File: config.mk
export PLATFORM = sky130hd
export DESIGN_NAME = deal_sequencer_flat
export DESIGN_NICKNAME = d
export VERILOG_FILES = /design/src/rtl/deal_sequencer_pkg.sv /design/src/rtl/deal_sequencer_if.sv /design/src/rtl/deal_seat_counter.sv /design/src/rtl/deal_sequencer.sv /design/src/flat_wrapper.sv
export SDC_FILE = /design/constraint.sdc
export NUM_CORES = 1
export LEC_CHECK = 0
export ABC_CLOCK_PERIOD_IN_PS = 3020
export BUFFER_PORTS_ARGS = -buffer_cell sky130_fd_sc_hd__buf_4
export CAP_MARGIN = 20
export CORE_MARGIN = 4
export CORE_UTILIZATION = 33
export DETAILED_ROUTE_END_ITERATION = 16
export MAX_ROUTING_LAYER = met4
export SETUP_SLACK_MARGIN = 0.3
export SLEW_MARGIN = 5
export SYNTH_ARGS = -nofsm -noshare
export SYNTH_HDL_FRONTEND = slang
export SYNTH_SLANG_ARGS = --single-unit
File: constraint.sdc
create_clock -name clk -period 3.02 [get_ports clk]
set_input_delay 0.302 -clock clk [delete_from_list [all_inputs] [get_ports clk]]
set_output_delay 0.302 -clock clk [all_outputs]
set_load 0.02 [all_outputs]
File: src/rtl/deal_sequencer_pkg.sv
`default_nettype none
// =====================================================================
// deal_sequencer_pkg : card, street and table-size types for dealing
// Rev 1.0
// =====================================================================
package deal_sequencer_pkg;

  localparam int MAX_PLAYERS_DEF = 8;
  localparam int SEAT_W_DEF      = 3;
  localparam int HOLE_CARDS      = 2;
  localparam int FLOP_CARDS      = 3;

  // Rank 0 is reserved so an all-zero card reads as "no card dealt".
  typedef enum logic [3:0] {
    RANK_NONE = 4'd0,
    R_2 = 4'd2,  R_3 = 4'd3,  R_4 = 4'd4,  R_5 = 4'd5,  R_6 = 4'd6,
    R_7 = 4'd7,  R_8 = 4'd8,  R_9 = 4'd9,  R_T = 4'd10, R_J = 4'd11,
    R_Q = 4'd12, R_K = 4'd13, R_A = 4'd14
  } rank_t;

  typedef enum logic [1:0] {
    SUIT_C = 2'd0,
    SUIT_D = 2'd1,
    SUIT_H = 2'd2,
    SUIT_S = 2'd3
  } suit_t;

  typedef struct packed {
    rank_t rank;
    suit_t suit;
  } card_t;

  typedef enum logic [2:0] {
    PREFLOP  = 3'd0,
    FLOP     = 3'd1,
    TURN     = 3'd2,
    RIVER    = 3'd3,
    SHOWDOWN = 3'd4
  } hand_state_t;

endpackage
`default_nettype wire

File: src/rtl/deal_sequencer_if.sv
`default_nettype none
// =====================================================================
// deal_sequencer_if : valid/ready card stream from the shuffled deck
// Rev 1.0
// =====================================================================
interface deal_sequencer_if;
  import deal_sequencer_pkg::*;

  logic  card_valid;
  logic  card_ready;
  card_t card_in;

  modport master (output card_valid, output card_in, input card_ready);
  modport slave  (input card_valid, input card_in, output card_ready);

endinterface
`default_nettype wire

File: src/rtl/deal_seat_counter.sv
`default_nettype none
// =====================================================================
// deal_seat_counter : hole-card index/pass counter with seat wrap
// Rev 1.0
// =====================================================================
module deal_seat_counter #(
  parameter int SEAT_W = 3
) (
  input  logic              clk,
  input  logic              reset,
  input  logic              clr_i,
  input  logic              step_i,
  input  logic [SEAT_W-1:0] n_i,
  input  logic [SEAT_W-1:0] dealer_i,
  output logic [SEAT_W-1:0] seat_o,
  output logic              pass_o,
  output logic              last_card_o
);

  logic [SEAT_W-1:0] k_q, k_d;
  logic              pass_q, pass_d;
  logic [SEAT_W:0]   sum;
  logic              last_k;

  // dealer+1+k is always below 2n, so one conditional subtract replaces a modulo.
  assign sum         = {1'b0, dealer_i} + {1'b0, k_q} + (SEAT_W+1)'(1);
  assign seat_o      = (sum >= {1'b0, n_i}) ? (sum[SEAT_W-1:0] - n_i) : sum[SEAT_W-1:0];
  assign last_k      = (k_q == (n_i - SEAT_W'(1)));
  assign pass_o      = pass_q;
  assign last_card_o = pass_q & last_k;

  always_comb begin
    k_d    = k_q;
    pass_d = pass_q;
    if (clr_i) begin
      k_d    = '0;
      pass_d = 1'b0;
    end else if (step_i) begin
      if (last_k) begin
        k_d    = '0;
        pass_d = ~pass_q;
      end else begin
        k_d = k_q + SEAT_W'(1);
      end
    end
  end

  always_ff @(posedge clk) begin
    if (reset) begin
      k_q    <= '0;
      pass_q <= 1'b0;
    end else begin
      k_q    <= k_d;
      pass_q <= pass_d;
    end
  end

endmodule
`default_nettype wire

File: src/rtl/deal_sequencer.sv
`default_nettype none
// =====================================================================
// deal_sequencer : deals hole cards, then burn+flop/turn/river per hand
// Rev 1.0
// =====================================================================
module deal_sequencer
  import deal_sequencer_pkg::*;
#(
  parameter int MAX_PLAYERS = MAX_PLAYERS_DEF,
  parameter int SEAT_W      = SEAT_W_DEF
) (
  input  logic                clk,
  input  logic                reset,
  input  logic                start_hand_i,
  input  logic                advance_i,
  input  logic [SEAT_W-1:0]   player_count_i,
  input  logic [SEAT_W-1:0]   dealer_pos_i,
  deal_sequencer_if.slave     deck,
  output card_t               player_cards_o [HOLE_CARDS][MAX_PLAYERS],
  output card_t               flop_o [FLOP_CARDS],
  output card_t               turn_o,
  output card_t               river_o,
  output hand_state_t         curr_state_o,
  output logic                busy_o,
  output logic                street_done_o
);

  typedef enum logic [3:0] {
    S_IDLE       = 4'd0,
    S_DEAL_HOLE  = 4'd1,
    S_WAIT_FLOP  = 4'd2,
    S_BURN_F     = 4'd3,
    S_DEAL_FLOP  = 4'd4,
    S_WAIT_TURN  = 4'd5,
    S_BURN_T     = 4'd6,
    S_DEAL_TURN  = 4'd7,
    S_WAIT_RIVER = 4'd8,
    S_BURN_R     = 4'd9,
    S_DEAL_RIVER = 4'd10,
    S_SHOWDOWN   = 4'd11
  } seq_state_e;

  seq_state_e        state_q, state_d;
  logic [SEAT_W-1:0] n_q, n_d;
  logic [SEAT_W-1:0] dealer_q, dealer_d;
  card_t             player_cards_q [HOLE_CARDS][MAX_PLAYERS];
  card_t             player_cards_d [HOLE_CARDS][MAX_PLAYERS];
  card_t             flop_q [FLOP_CARDS];
  card_t             flop_d [FLOP_CARDS];
  card_t             turn_q, turn_d;
  card_t             river_q, river_d;
  logic [1:0]        flop_idx_q, flop_idx_d;
  hand_state_t       curr_state_q, curr_state_d;
  logic              busy_q, busy_d;
  logic              street_done_q, street_done_d;

  logic              card_ready;
  logic              accept;
  logic              advance_ok;
  logic              seat_step;
  logic [SEAT_W-1:0] seat;
  logic              seat_pass;
  logic              seat_last;

  // Ready depends on state only, never on card_valid.
  assign card_ready = state_q inside {S_DEAL_HOLE, S_BURN_F, S_DEAL_FLOP, S_BURN_T,
                                      S_DEAL_TURN, S_BURN_R, S_DEAL_RIVER};
  assign deck.card_ready = card_ready;
  assign accept          = deck.card_valid & card_ready;
  assign advance_ok      = advance_i & ~busy_q;

  deal_seat_counter #(
    .SEAT_W (SEAT_W)
  ) u_seat_counter (
    .clk         (clk),
    .reset       (reset),
    .clr_i       (start_hand_i),
    .step_i      (seat_step),
    .n_i         (n_q),
    .dealer_i    (dealer_q),
    .seat_o      (seat),
    .pass_o      (seat_pass),
    .last_card_o (seat_last)
  );

  always_comb begin
    state_d        = state_q;
    n_d            = n_q;
    dealer_d       = dealer_q;
    player_cards_d = player_cards_q;
    flop_d         = flop_q;
    turn_d         = turn_q;
    river_d        = river_q;
    flop_idx_d     = flop_idx_q;
    curr_state_d   = curr_state_q;
    busy_d         = busy_q & ~street_done_q;
    street_done_d  = 1'b0;
    seat_step      = 1'b0;

    // start_hand overrides everything, including a card handshaking this cycle.
    if (start_hand_i) begin
      state_d        = S_DEAL_HOLE;
      n_d            = (player_count_i < SEAT_W'(2)) ? SEAT_W'(2) : player_count_i;
      dealer_d       = dealer_pos_i;
      player_cards_d = '{default: '0};
      flop_d         = '{default: '0};
      turn_d         = '0;
      river_d        = '0;
      flop_idx_d     = '0;
      curr_state_d   = PREFLOP;
      busy_d         = 1'b1;
    end else begin
      case (state_q)
        S_DEAL_HOLE: if (accept) begin
          player_cards_d[seat_pass][seat] = deck.card_in;
          seat_step = 1'b1;
          if (seat_last) begin
            state_d       = S_WAIT_FLOP;
            curr_state_d  = PREFLOP;
            street_done_d = 1'b1;
          end
        end
        S_WAIT_FLOP: if (advance_ok) begin
          state_d = S_BURN_F;
          busy_d  = 1'b1;
        end
        S_BURN_F: if (accept) begin
          state_d    = S_DEAL_FLOP;
          flop_idx_d = '0;
        end
        S_DEAL_FLOP: if (accept) begin
          flop_d[flop_idx_q] = deck.card_in;
          flop_idx_d         = flop_idx_q + 2'd1;
          if (flop_idx_q == 2'(FLOP_CARDS - 1)) begin
            state_d       = S_WAIT_TURN;
            curr_state_d  = FLOP;
            street_done_d = 1'b1;
          end
        end
        S_WAIT_TURN: if (advance_ok) begin
          state_d = S_BURN_T;
          busy_d  = 1'b1;
        end
        S_BURN_T: if (accept) state_d = S_DEAL_TURN;
        S_DEAL_TURN: if (accept) begin
          turn_d        = deck.card_in;
          state_d       = S_WAIT_RIVER;
          curr_state_d  = TURN;
          street_done_d = 1'b1;
        end
        S_WAIT_RIVER: if (advance_ok) begin
          state_d = S_BURN_R;
          busy_d  = 1'b1;
        end
        S_BURN_R: if (accept) state_d = S_DEAL_RIVER;
        S_DEAL_RIVER: if (accept) begin
          river_d       = deck.card_in;
          state_d       = S_SHOWDOWN;
          curr_state_d  = RIVER;
          street_done_d = 1'b1;
        end
        // RIVER stays visible for its street_done cycle before SHOWDOWN lands.
        S_SHOWDOWN: curr_state_d = SHOWDOWN;
        default: ;
      endcase
    end
  end

  always_ff @(posedge clk) begin
    if (reset) begin
      state_q        <= S_IDLE;
      n_q            <= SEAT_W'(2);
      dealer_q       <= '0;
      player_cards_q <= '{default: '0};
      flop_q         <= '{default: '0};
      turn_q         <= '0;
      river_q        <= '0;
      flop_idx_q     <= '0;
      curr_state_q   <= PREFLOP;
      busy_q         <= 1'b0;
      street_done_q  <= 1'b0;
    end else begin
      state_q        <= state_d;
      n_q            <= n_d;
      dealer_q       <= dealer_d;
      player_cards_q <= player_cards_d;
      flop_q         <= flop_d;
      turn_q         <= turn_d;
      river_q        <= river_d;
      flop_idx_q     <= flop_idx_d;
      curr_state_q   <= curr_state_d;
      busy_q         <= busy_d;
      street_done_q  <= street_done_d;
    end
  end

  assign player_cards_o = player_cards_q;
  assign flop_o         = flop_q;
  assign turn_o         = turn_q;
  assign river_o        = river_q;
  assign curr_state_o   = curr_state_q;
  assign busy_o         = busy_q;
  assign street_done_o  = street_done_q;

endmodule
`default_nettype wire

File: src/flat_wrapper.sv
// flat-port wrapper written by rule: the top's interface ports become plain ports
module deal_sequencer_flat import deal_sequencer_pkg::*;
#(
  parameter int MAX_PLAYERS = MAX_PLAYERS_DEF,
  parameter int SEAT_W      = SEAT_W_DEF
)
  (clk, reset, start_hand_i, advance_i, player_count_i, dealer_pos_i, player_cards_o, flop_o, turn_o, river_o, curr_state_o, busy_o, street_done_o, deck_card_valid, deck_card_in, deck_card_ready);
  deal_sequencer_if deck_i ();
  input  logic clk;
  input  logic reset;
  input  logic start_hand_i;
  input  logic advance_i;
  input  logic [SEAT_W-1:0] player_count_i;
  input  logic [SEAT_W-1:0] dealer_pos_i;
  output card_t player_cards_o[HOLE_CARDS][MAX_PLAYERS];
  output card_t flop_o[FLOP_CARDS];
  output card_t turn_o;
  output card_t river_o;
  output hand_state_t curr_state_o;
  output logic busy_o;
  output logic street_done_o;
  input wire logic [$bits(deck_i.card_valid)-1:0] deck_card_valid;
  input wire logic [$bits(deck_i.card_in)-1:0] deck_card_in;
  output wire logic [$bits(deck_i.card_ready)-1:0] deck_card_ready;
  assign deck_i.card_valid = deck_card_valid;
  assign deck_i.card_in = deck_card_in;
  assign deck_card_ready = deck_i.card_ready;
  deal_sequencer #(.MAX_PLAYERS(MAX_PLAYERS), .SEAT_W(SEAT_W)) u_core (.clk(clk), .reset(reset), .start_hand_i(start_hand_i), .advance_i(advance_i), .player_count_i(player_count_i), .dealer_pos_i(dealer_pos_i), .deck(deck_i), .player_cards_o(player_cards_o), .flop_o(flop_o), .turn_o(turn_o), .river_o(river_o), .curr_state_o(curr_state_o), .busy_o(busy_o), .street_done_o(street_done_o));
endmodule
==> reports/results.ini, run 1 <==
[sta]
hold_violations=0
finalCritPeriodShare_pct=93.0
grt_setup_unrepaired=true
worst_slew_pin_slew_ns=0.826
fmax_mhz=356
fin_crit_ns=2.81
clock_skew_ns=0.0108
slew_violations=0
relSlewSlack_pct=44.9
setup_viol_count_final=0
whs_ns=0.127

[setup_path]
cp_slowest_stage_delay_ns=0.55
cp.arrival_ns=3.08
reg2reg_slack_ns=0.21
worstReg2RegEnd=u_core.player_cards_o[74]
cp_slowest_cell=fa_2
crit_type=flop to flop
r2r_cells=11
crit_chain=inv_2 > ha_4 > fa_2 > buf_6 > fa_2 > a21boi_1 > or4_4 > buf_16 > mux2i_4 > buf_6 > mux2i_1
crit_fanout=8
start_kind=flop
timing.rr.start=u_core.dealer_q[0]
endpoint_kind=flop
cp.required_ns=3.29

[clocking]
cts_sinks=147
cts_root_buf=clkbuf_16
cts.reportedPaths.clkPinSlew_ns=0.06
cts_tree=done
cts_max_path_buffers=2
insertion_delay_ns=0.43
cts_made_buffers=17
cts_max_level=4

[placed_design]
placed_cells=1071
gp_congestion=0.885
port_buffers=148
post-dp-hpwl_mm=12.4

[logic_synthesis]
synth-adder-area-share_pct=2.87
yosys.area_share.simple_pct=19.7
synth_fp_nets=712
ys.flop_type=dfxtp_1
synth_top_area_share_pct=45.0
ys_types=58
synth_area_um2=6550
ys_warn_count=0
ys_top_cells_by_area=dfxtp_1 (45%), mux2i_1 (17%), nand2_1 (7.9%), mux2i_4 (3.8%), nor2_1 (2.6%)
synthXorXnorAreaFrac_pct=1.17
synth_cells=682
synth_top_family_by_area=multiplexers
synth_seq_area_share_pct=45.0
synth_seq_cells=147
synth_compound_area_share_pct=5.10
avgSynthCellArea_um2=9.60
ys_async_sr_fraction_pct=0
yosysTopAreaCell=dfxtp_1
synth_edf_count=0
synth_mux_area_share_pct=22.4

[worst_hold_path]
hold_path.startpoint=dealer_pos_i[1]
hold_depth=3
hold_path_class=input port to flop
hold_end=u_core.dealer_q[1]

[routing]
drt_iter0_markers=221
wl_mm=18.4
num_vias=5373
firstDrtPassIters=5
vias_per_cell=4.79
avgRoutedWirePerCell_um=16.4
drc_errors=0
postRouteAntennaNets=0

[power_and_ir_drop]
internal-power_mw=3.41
p_sw_mw=1.21
combPwrFrac_pct=11.0
p_leak_nw=4.09
powerDensity_nw_per_um2=513
seqPwrFrac_pct=42.5
switching_share_pct=26.2
ir_drop_mv=0.397
clockPowerShare_pct=46.5

[final_layout]
drive_above_1_share_pct=32.1
antennaDiodeCount=0
n_fill_cell=1834
area_growth_pct=37.8
nets=874
post-route-util_pct=46.4
instances_no_fill=1121

[grt]
grt_pass1_vias=5226
grt_max_degree=91
grt_pass1_wl_mm=29.1
grt_use_met3_pct=4.83
antenna_found_initial=0
grt_usage_pct=17.1
grt_overflow=0
top_usage_layer=met2
use_met2_pct=26.0
use_met1_pct=22.7

[die]
die_h_um=149
pin_count=149
rows=51
dieArea_um2=22200
start_util_pct=33.6
fp.dieW_um=149
coreArea_um2=19500

[status]
status=finished, final reports clean

[flow_run]
drv_cap=0

## cells in the final DEF, fill, tap and decap left out, types with 4 or more instances in the layout
master,Yosys,layout
mux2i_4,11,14
clkbuf_16,0,17
clkinv_4,0,4
nor2_1,46,40
inv_1,13,10
inv_2,1,4
mux2i_1,114,114
buf_12,1,11
nand2b_1,11,11
ha_1,11,8
a21oi_1,28,28
nor4_1,5,4
buf_4,0,163
nor2b_1,6,6
nor3_2,5,6
nand3_1,19,19
buf_6,2,10
nor3_1,12,11
o21ai_0,9,9
or3_1,4,4
nand2_1,137,136
nor2_2,0,5
dfxtp_1,147,145
## flip-flops by register name, indices dropped and copies added (netlist names)
register	count
u_core.player_cards_o	96
u_core.flop_o	18
u_core.river_o	6
u_core.turn_o	6
u_core.state_q	4
u_core.curr_state_o	3
u_core.dealer_q	3
u_core.n_q	3
u_core.u_seat_counter.k_q	3
u_core.flop_idx_q	2
u_core.busy_o	1
u_core.street_done_o	1
u_core.u_seat_counter.pass_o	1
## worst max-delay path: cells and delay by family (launching register included)
family	cells	cell delay [ns]
adder cells (fa/ha/maj)	3	0.93
buffers and inverters	4	0.51
AND/OR/NAND/NOR	1	0.48
flip-flops	1	0.33
multiplexers	2	0.31
AO/OA/AOI/OAI	1	0.09
## logic make-up (layout without fill, tap and decap cells)
group / count (synthesis) / after routing
AOI/OAI and AO/OA: 55 / 55
xor gates and xnor gates: 7 / 7
adders and majority gates: 14 / 14
buffers and inverters: 56 / 230
DFF: 147 / 147
muxes: 131 / 131
and+or+nand+nor: 272 / 272
## per-stage QoR
stage	setup TNS [ns]	setup WS (ns)	power (mW)	area, um2
final	0	0.212	4.63	9020
after global routing	0	0.117	4.80	9020
after CTS	0	0.155	4.65	8960
after global placement	0	0.0121	2.44	8010
after floorplan	0	0.0436	2.33	6600
after detailed placement	-0.109	-0.0225	2.44	8010
## Yosys cell counts, types with 11 or more instances
master	n
mux2i_1	114
nand2b_1	11
nand2_1	137
nor2_1	46
ha_1	11
inv_1	13
a21oi_1	28
dfxtp_1	147
nor3_1	12
nand3_1	19
mux2i_4	11
clkbuf_1	33
## worst max path at each step
| stage | startpoint | endpoint | slack [ns] |
|---|---|---|---|
| 2_1_floorplan | u_core.u_seat_counter.k_q[0] | u_core.player_cards_o[90] | 0.04 |
| 3_3_place_gp | u_core.dealer_q[0] | u_core.player_cards_o[64] | 0.01 |
| 3_5_place_dp | u_core.dealer_q[0] | u_core.player_cards_o[74] | -0.02 |
| 4_1_cts | u_core.u_seat_counter.k_q[0] | u_core.player_cards_o[74] | 0.15 |
| 5_1_grt | u_core.dealer_q[0] | u_core.player_cards_o[43] | 0.12 |
| 6_report | u_core.dealer_q[0] | u_core.player_cards_o[74] | 0.21 |
## layer usage
| metal | vias up | wire length, um |
|---|---|---|
| met1 | 2561 | 8600 |
| met2 | 139 | 8640 |
| met5 | - | 0 |
| met4 | 0 | 191 |
| li1 | 2660 | - |
| met3 | 13 | 1010 |
## power by group through the flow
| stage | clock network [mW] | logic (mW) | registers (mW) |
|---|---|---|---|
| global route | 2.29 | 0.548 | 1.97 |
| global placement | 0 | 0.433 | 2.01 |
| detailed placement | 0 | 0.431 | 2.01 |
| finish | 2.15 | 0.509 | 1.97 |
| CTS | 2.20 | 0.487 | 1.97 |
| floorplan | 0 | 0.318 | 2.01 |
## area by class of cell
cell class	count	area, um2	share of cell area [%]
Clock buffer	17	425	4.72
Clock inverter	14	175	1.94
Inverter	14	52.6	0.582
Multi-Input combinational cell	479	3510	38.9
Sequential cell	147	2950	32.6
Tap cell	265	332	3.67
Timing Repair Buffer	185	1580	17.6
## what timing repair did
action,4_1_cts,5_1_grt
pin swaps,7,1
endpoints found under the hold margin,0,0
setup buffers,18,0
gates cloned,1,0
hold buffers,0,0
resized for setup,20,12
setup endpoints to repair,96,96
Power figures use the tool's default switching activity.
==> inputs of run 2 (changes only) <==
--- a/config.mk
+++ b/config.mk
@@ -5,11 +5,13 @@
 export SDC_FILE = /design/constraint.sdc
 export NUM_CORES = 1
 export LEC_CHECK = 0
+export ABC_AREA = 1
 export ABC_CLOCK_PERIOD_IN_PS = 3020
 export BUFFER_PORTS_ARGS = -buffer_cell sky130_fd_sc_hd__buf_4
 export CAP_MARGIN = 20
 export CORE_MARGIN = 4
 export CORE_UTILIZATION = 33
+export CTS_CLUSTER_DIAMETER = 40
 export DETAILED_ROUTE_END_ITERATION = 16
 export MAX_ROUTING_LAYER = met4
 export SETUP_SLACK_MARGIN = 0.3
==> reports/results.ini, run 2 <==
[logic_synthesis]
synth_edf_count=0
yosysMostFrequentCell=nor2_1
ys_types=33
ys_warn_count=0
synth_top_area_share_pct=43.5
synth_seq_area_share_pct=43.5
ys_top_cells_by_area=dfxtp_1 (43%), nor2_1 (13%), nand2_1 (11%), nand3_1 (6.1%), inv_1 (4.0%)
synth_common_cells=nor2_1 (234), nand2_1 (207), dfxtp_1 (147)
ys.flop_type=dfxtp_1
ys_async_sr_fraction_pct=0
synth_seq_cells=147
synth_fp_nets=980
yosysTopAreaCell=dfxtp_1
avgSynthCellArea_um2=7.12
synth_cells=950
synth_area_um2=6770

[placed_design]
placed_cells=1334
gp_congestion=0.896
port_buffers=148
postPlaceCellArea_um2=8190
post-dp-hpwl_mm=13.4

[worst_hold_path]
hold_depth=2
hold_path_class=input port to flop
hold_path.startpoint=reset
hold_end=u_core.busy_o

[routing]
drc_errors=0
firstDrtPassIters=4
avgRoutedWirePerCell_um=14.5
wl_mm=20.2
vias_per_cell=4.63
drt_iter0_markers=328
postRouteAntennaNets=0
num_vias=6457

[sta]
setup_viol_count_final=0
fin_crit_ns=2.85
slew_violations=0
hold_violations=0
worst_slew_pin_slew_ns=0.936
fmax_mhz=350
clock_skew_ns=0.00982
finalCritPeriodShare_pct=94.5
relSlewSlack_pct=37.5
grt_setup_unrepaired=true
tns_ns=0

[grt]
antenna_found_initial=0
grt_overflow=0
grt_max_degree=127
grt_usage_pct=18.4
grt_pass1_wl_mm=32.2
grt_use_met3_pct=5.30
use_met2_pct=29.1
top_usage_layer=met2
grt_pass1_vias=6141
use_met1_pct=22.8

[setup_path]
worstReg2RegEnd=u_core.player_cards_o[40]
reg2reg_slack_ns=0.17
r2r_cells=18
cp.arrival_ns=3.17
endpoint_kind=flop
crit_fanout=6
crit_type=flop to flop
critPathBufInv=4
crit_chain=inv_2 > ha_4 > fa_2 > inv_2 > ha_4 > nand2_2 > nor2_2 > nor2_4 > nand2_4 > nand2_4 > o21ai_4 > buf_6 > nand2_4 > nor2_4 > buf_6 > nand3_2 > nand2_1 > nor2_1
start_kind=flop
timing.rr.start=u_core.u_seat_counter.k_q[0]
cp.required_ns=3.33
cp_slowest_cell=fa_2
critical_path.top_delay_family=adder cells
cp_slowest_stage_delay_ns=0.58
crit_top_cell=nand2_4

[die]
start_util_pct=33.5
dieArea_um2=22900
fp.dieW_um=151
pin_count=149
rows=52
coreArea_um2=20200
die_h_um=151

[final_layout]
final_cell_mix=nor2_1 (225), nand2_1 (198), buf_4 (166), dfxtp_1 (145), nand3_1 (69)
final_common_cell=nor2_1
area_growth_pct=36.9
drive_above_1_share_pct=29.2
nets=1143
antennaDiodeCount=0
instances_no_fill=1394
largest_reg_flops=96
design_area_um2=9260
post-route-util_pct=45.9

[power_and_ir_drop]
powerDensity_nw_per_um2=650
p_total_mw=6.02
p_leak_nw=3.73
ir_drop_mv=0.447

[clocking]
insertion_delay_ns=0.43
cts_sinks=147
cts.reportedPaths.clkPinSlew_ns=0.06
cts_tree=done
cts_max_level=4
cts_max_path_buffers=2
cts_root_buf=clkbuf_16
cts_made_buffers=17

[flow_run]
drv_cap=0

[status]
status=finished, final reports clean

## run 2: cell types whose count changed after synthesis, moves of 21 or more
| cell | change |
|---|---|
| clkbuf_1 | -21 |
| nand3_2 | +26 |
| nand3_1 | +63 |
| mux2i_1 | -114 |
| nand2_1 | +70 |
| nor2_1 | +188 |
| inv_1 | +59 |
## run 2: how the worst max path moves through the flow
stage                                  from                         to  slack [ns]  cells past startpoint
4_1_cts        u_core.u_seat_counter.k_q[0]  u_core.player_cards_o[56]        0.20                     15
6_report       u_core.u_seat_counter.k_q[0]  u_core.player_cards_o[40]        0.17                     18
2_1_floorplan  u_core.u_seat_counter.k_q[0]  u_core.player_cards_o[64]        0.31                     17
3_5_place_dp   u_core.u_seat_counter.k_q[0]  u_core.player_cards_o[76]        0.05                     17
3_3_place_gp   u_core.u_seat_counter.k_q[0]  u_core.player_cards_o[88]        0.12                     17
5_1_grt        u_core.u_seat_counter.k_q[0]  u_core.player_cards_o[84]        0.02                     18
## run 2: power by group
part | leakage (nW) | internal [mW] | switching [mW]
Clock | 0.298 | 1.38 | 0.843
Sequential | 1.19 | 2.00 | 0.0584
Combinational | 2.25 | 0.610 | 1.13
Total | 3.73 | 3.99 | 2.03
## run 2: worst reg2reg max path: cells and delay by family, from the launching register on
family / cells / cell delay [ns]
fa+ha+maj: 3 / 1.00
simple gates: 10 / 0.96
buf+inv: 4 / 0.39
flops: 1 / 0.33
compound gates: 1 / 0.07
## run 2: timing repair
| action | CTS | global route |
|---|---|---|
| pin swaps | 19 | 20 |
| gates resized for setup | 37 | 15 |
| hold buffers | 0 | 0 |
| cloned | 4 | 1 |
| setup endpoints to repair | 96 | 96 |
| setup buffers | 19 | 6 |
## run 2: logic make-up after synthesis
family	share of synthesized area, %
buf+inv	8.17
compound gates	6.31
flops	43.5
fa+ha+maj	2.63
xor+xnor	0.259
simple gates	39.1
## run 2: area by class of cell
| type | instances | area, um2 |
|---|---|---|
| repair buffers | 180 | 1440 |
| well taps | 270 | 338 |
| flip-flops and latches | 147 | 2950 |
| clock inverters | 8 | 125 |
| multi-input cells | 688 | 3620 |
| inverters | 79 | 309 |
| clock buffers | 22 | 484 |
| fillers | 2051 | 10900 |
## run 2: routing by layer
| layer | up-vias | wire length (um) | part of all wire (%) |
|---|---|---|---|
| met5 | - | 0 | 0 |
| met4 | 0 | 239 | 1.2 |
| met3 | 24 | 1680 | 8.3 |
| met2 | 156 | 9360 | 46 |
| met1 | 2963 | 8940 | 44 |
| li1 | 3314 | - | - |
## run 2: metrics by stage
| step | hold slack, ns | setup WS (ns) |
|---|---|---|
| after global placement | 0.433 | 0.120 |
| after global routing | 0.0759 | 0.0163 |
| after CTS | 0.0726 | 0.196 |
| final | 0.0847 | 0.166 |
| after floorplan | 0.371 | 0.306 |
| after detailed placement | 0.440 | 0.0459 |
==> inputs of run 3 (changes only) <==
--- a/config.mk
+++ b/config.mk
@@ -14,6 +14,7 @@
 export CTS_CLUSTER_DIAMETER = 40
 export DETAILED_ROUTE_END_ITERATION = 16
 export MAX_ROUTING_LAYER = met4
+export PLACE_DENSITY_LB_ADDON = 0.12
 export SETUP_SLACK_MARGIN = 0.3
 export SLEW_MARGIN = 5
 export SYNTH_ARGS = -nofsm -noshare
==> reports/results.ini, run 3 (same netlist as run 2, synthesis figures left out) <==
[clocking]
insertion_delay_ns=0.44
cts_max_path_buffers=2
cts_sinks=147
cts_max_level=4
cts_made_buffers=17
cts_root_buf=clkbuf_16
cts_tree=done
ctsHoldBuffers=0
cts.reportedPaths.clkPinSlew_ns=0.07

[die]
rows=52
start_util_pct=33.5
fp.dieW_um=151
coreArea_um2=20200
pin_count=149
dieArea_um2=22900
die_h_um=151

[grt]
grt_pass1_vias=6089
grt_max_degree=102
grt_usage_pct=19.1
grt_overflow=0
antenna_found_initial=0
grt_pass1_wl_mm=33.0

[setup_path]
cp_slowest_stage_delay_ns=0.59
crit_type=flop to flop
start_kind=flop
crit_fanout=6
endpoint_kind=flop
cp.arrival_ns=3.23
crit_chain=inv_2 > ha_4 > fa_2 > inv_2 > buf_4 > buf_4 > buf_4 > buf_4 > buf_4 > o21ai_4 > buf_6 > buf_6 > nand3_4 > nor2_4 > nor2_1 > nor2_1
cp.required_ns=3.40
crit_top_cell=buf_4
cp_slowest_cell=fa_2

[placed_design]
post-place-ws_ns=0.0286
postPlaceCellArea_um2=8260
post-dp-hpwl_mm=13.7
gp_congestion=0.902
port_buffers=148
placed_cells=1340

[routing]
wl_mm=21.2
postRouteAntennaNets=0
avgRoutedWirePerCell_um=15.0
drt_iter0_markers=310
drc_errors=0
vias_per_cell=4.60
num_vias=6476
firstDrtPassIters=5

[final_layout]
nets=1155
multi_input_area_um2=3810
final_common_cell=nor2_1
design_area_um2=9640
instances_no_fill=1408
largest_reg_flops=96
area_growth_pct=42.5
n_fill_cell=2103
final_cell_mix=nor2_1 (221), nand2_1 (197), buf_4 (169), dfxtp_1 (146), inv_1 (66)
antennaDiodeCount=0
regArea_um2=2940
drive_above_1_share_pct=32.1

[sta]
setup_viol_count_final=0
fin_crit_ns=2.85
setup_slack_ns=0.167
whs_ns=0.0674
finalCritPeriodShare_pct=94.5
clock_skew_ns=0.0125
hold_violations=0
worst_slew_pin_slew_ns=0.982
relSlewSlack_pct=34.4
slew_violations=0
tns_ns=0
fmax_mhz=351
grt_setup_unrepaired=true

[status]
status=finished, final reports clean

[power_and_ir_drop]
switching_share_pct=35.9
ir_drop_mv=0.438
combPwrFrac_pct=32.9
clockPowerShare_pct=34.2
p_sw_mw=2.25
p_leak_nw=3.84
powerDensity_nw_per_um2=649
internal-power_mw=4.01
seqPwrFrac_pct=32.9

[worst_hold_path]
hold_path_class=input port to flop

[flow_run]
drv_cap=0

[run 3: changes by cell type in the layout (fill, tap and decap cells not counted), moves of 4 or more]
cell	delta
buf_12	+6
clkbuf_8	-4
nand3_1	-20
nand3_2	+14
nand3_4	+6
nor2_1	-4
nor2_4	+6
[run 3: what timing repair did]
item,CTS,global route
pin swaps,26,32
endpoints found under the hold margin,0,0
resized for setup,64,29
setup endpoints to repair,96,96
cloned,6,1
setup buffers,25,4
[run 3: routing by layer]
| layer | vias up | track usage [%] | share of wire [%] |
|---|---|---|---|
| met2 | 166 | 28.8 | 45 |
| li1 | 3351 | - | - |
| met3 | 19 | 5.48 | 7.5 |
| met4 | 0 | 5.67 | 1.4 |
| met1 | 2940 | 24.9 | 46 |
| met5 | - | - | 0 |
[run 3: power groups by stage]
stage	combinational, mW	clock [mW]	sequential (mW)
2_1_floorplan	1.13	0	2.12
3_3_place_gp	1.56	0	2.10
3_5_place_dp	1.55	0	2.10
4_1_cts	1.94	2.18	2.06
5_1_grt	2.24	2.27	2.06
6_report	2.06	2.14	2.06
[run 3: area by class of cell]
cell class	instances	area share (%)
Clock buffer	19	4.49
Clock inverter	13	1.57
Tap cell	270	3.50
Timing Repair Buffer	192	17.1
Inverter	79	3.28
Sequential cell	147	30.5
Multi-Input combinational cell	688	39.6
[run 3: worst max-delay path, delay by kind of cell (launching register included)]
| kind | cells | cell delay, ns |
|---|---|---|
| AO/OA/AOI/OAI | 1 | 0.26 |
| adder cells (fa/ha/maj) | 2 | 0.74 |
| buffers and inverters | 9 | 1.00 |
| flip-flops | 1 | 0.33 |
| AND/OR/NAND/NOR | 4 | 0.45 |
[run 3: final timing paths]
kind	from	endpoint	slack [ns]	depth (start not counted)
worst min-delay path	reset	u_core.busy_o	0.07	2
worst max-delay path	u_core.u_seat_counter.k_q[0]	u_core.player_cards_o[89]	0.17	16
worst max register to register	u_core.u_seat_counter.k_q[0]	u_core.player_cards_o[89]	0.17	16
worst min register to register	u_core.flop_o[7]	u_core.flop_o[7]	0.45	2
[run 3: per-stage QoR]
| stage | util, % | total power, mW |
|---|---|---|
| final | 47.8 | 6.26 |
| after global routing | 47.8 | 6.57 |
| after CTS | 46.8 | 6.18 |
| after detailed placement | 40.9 | 3.65 |
| after global placement | 40.9 | 3.66 |
| after floorplan | - | 3.26 |
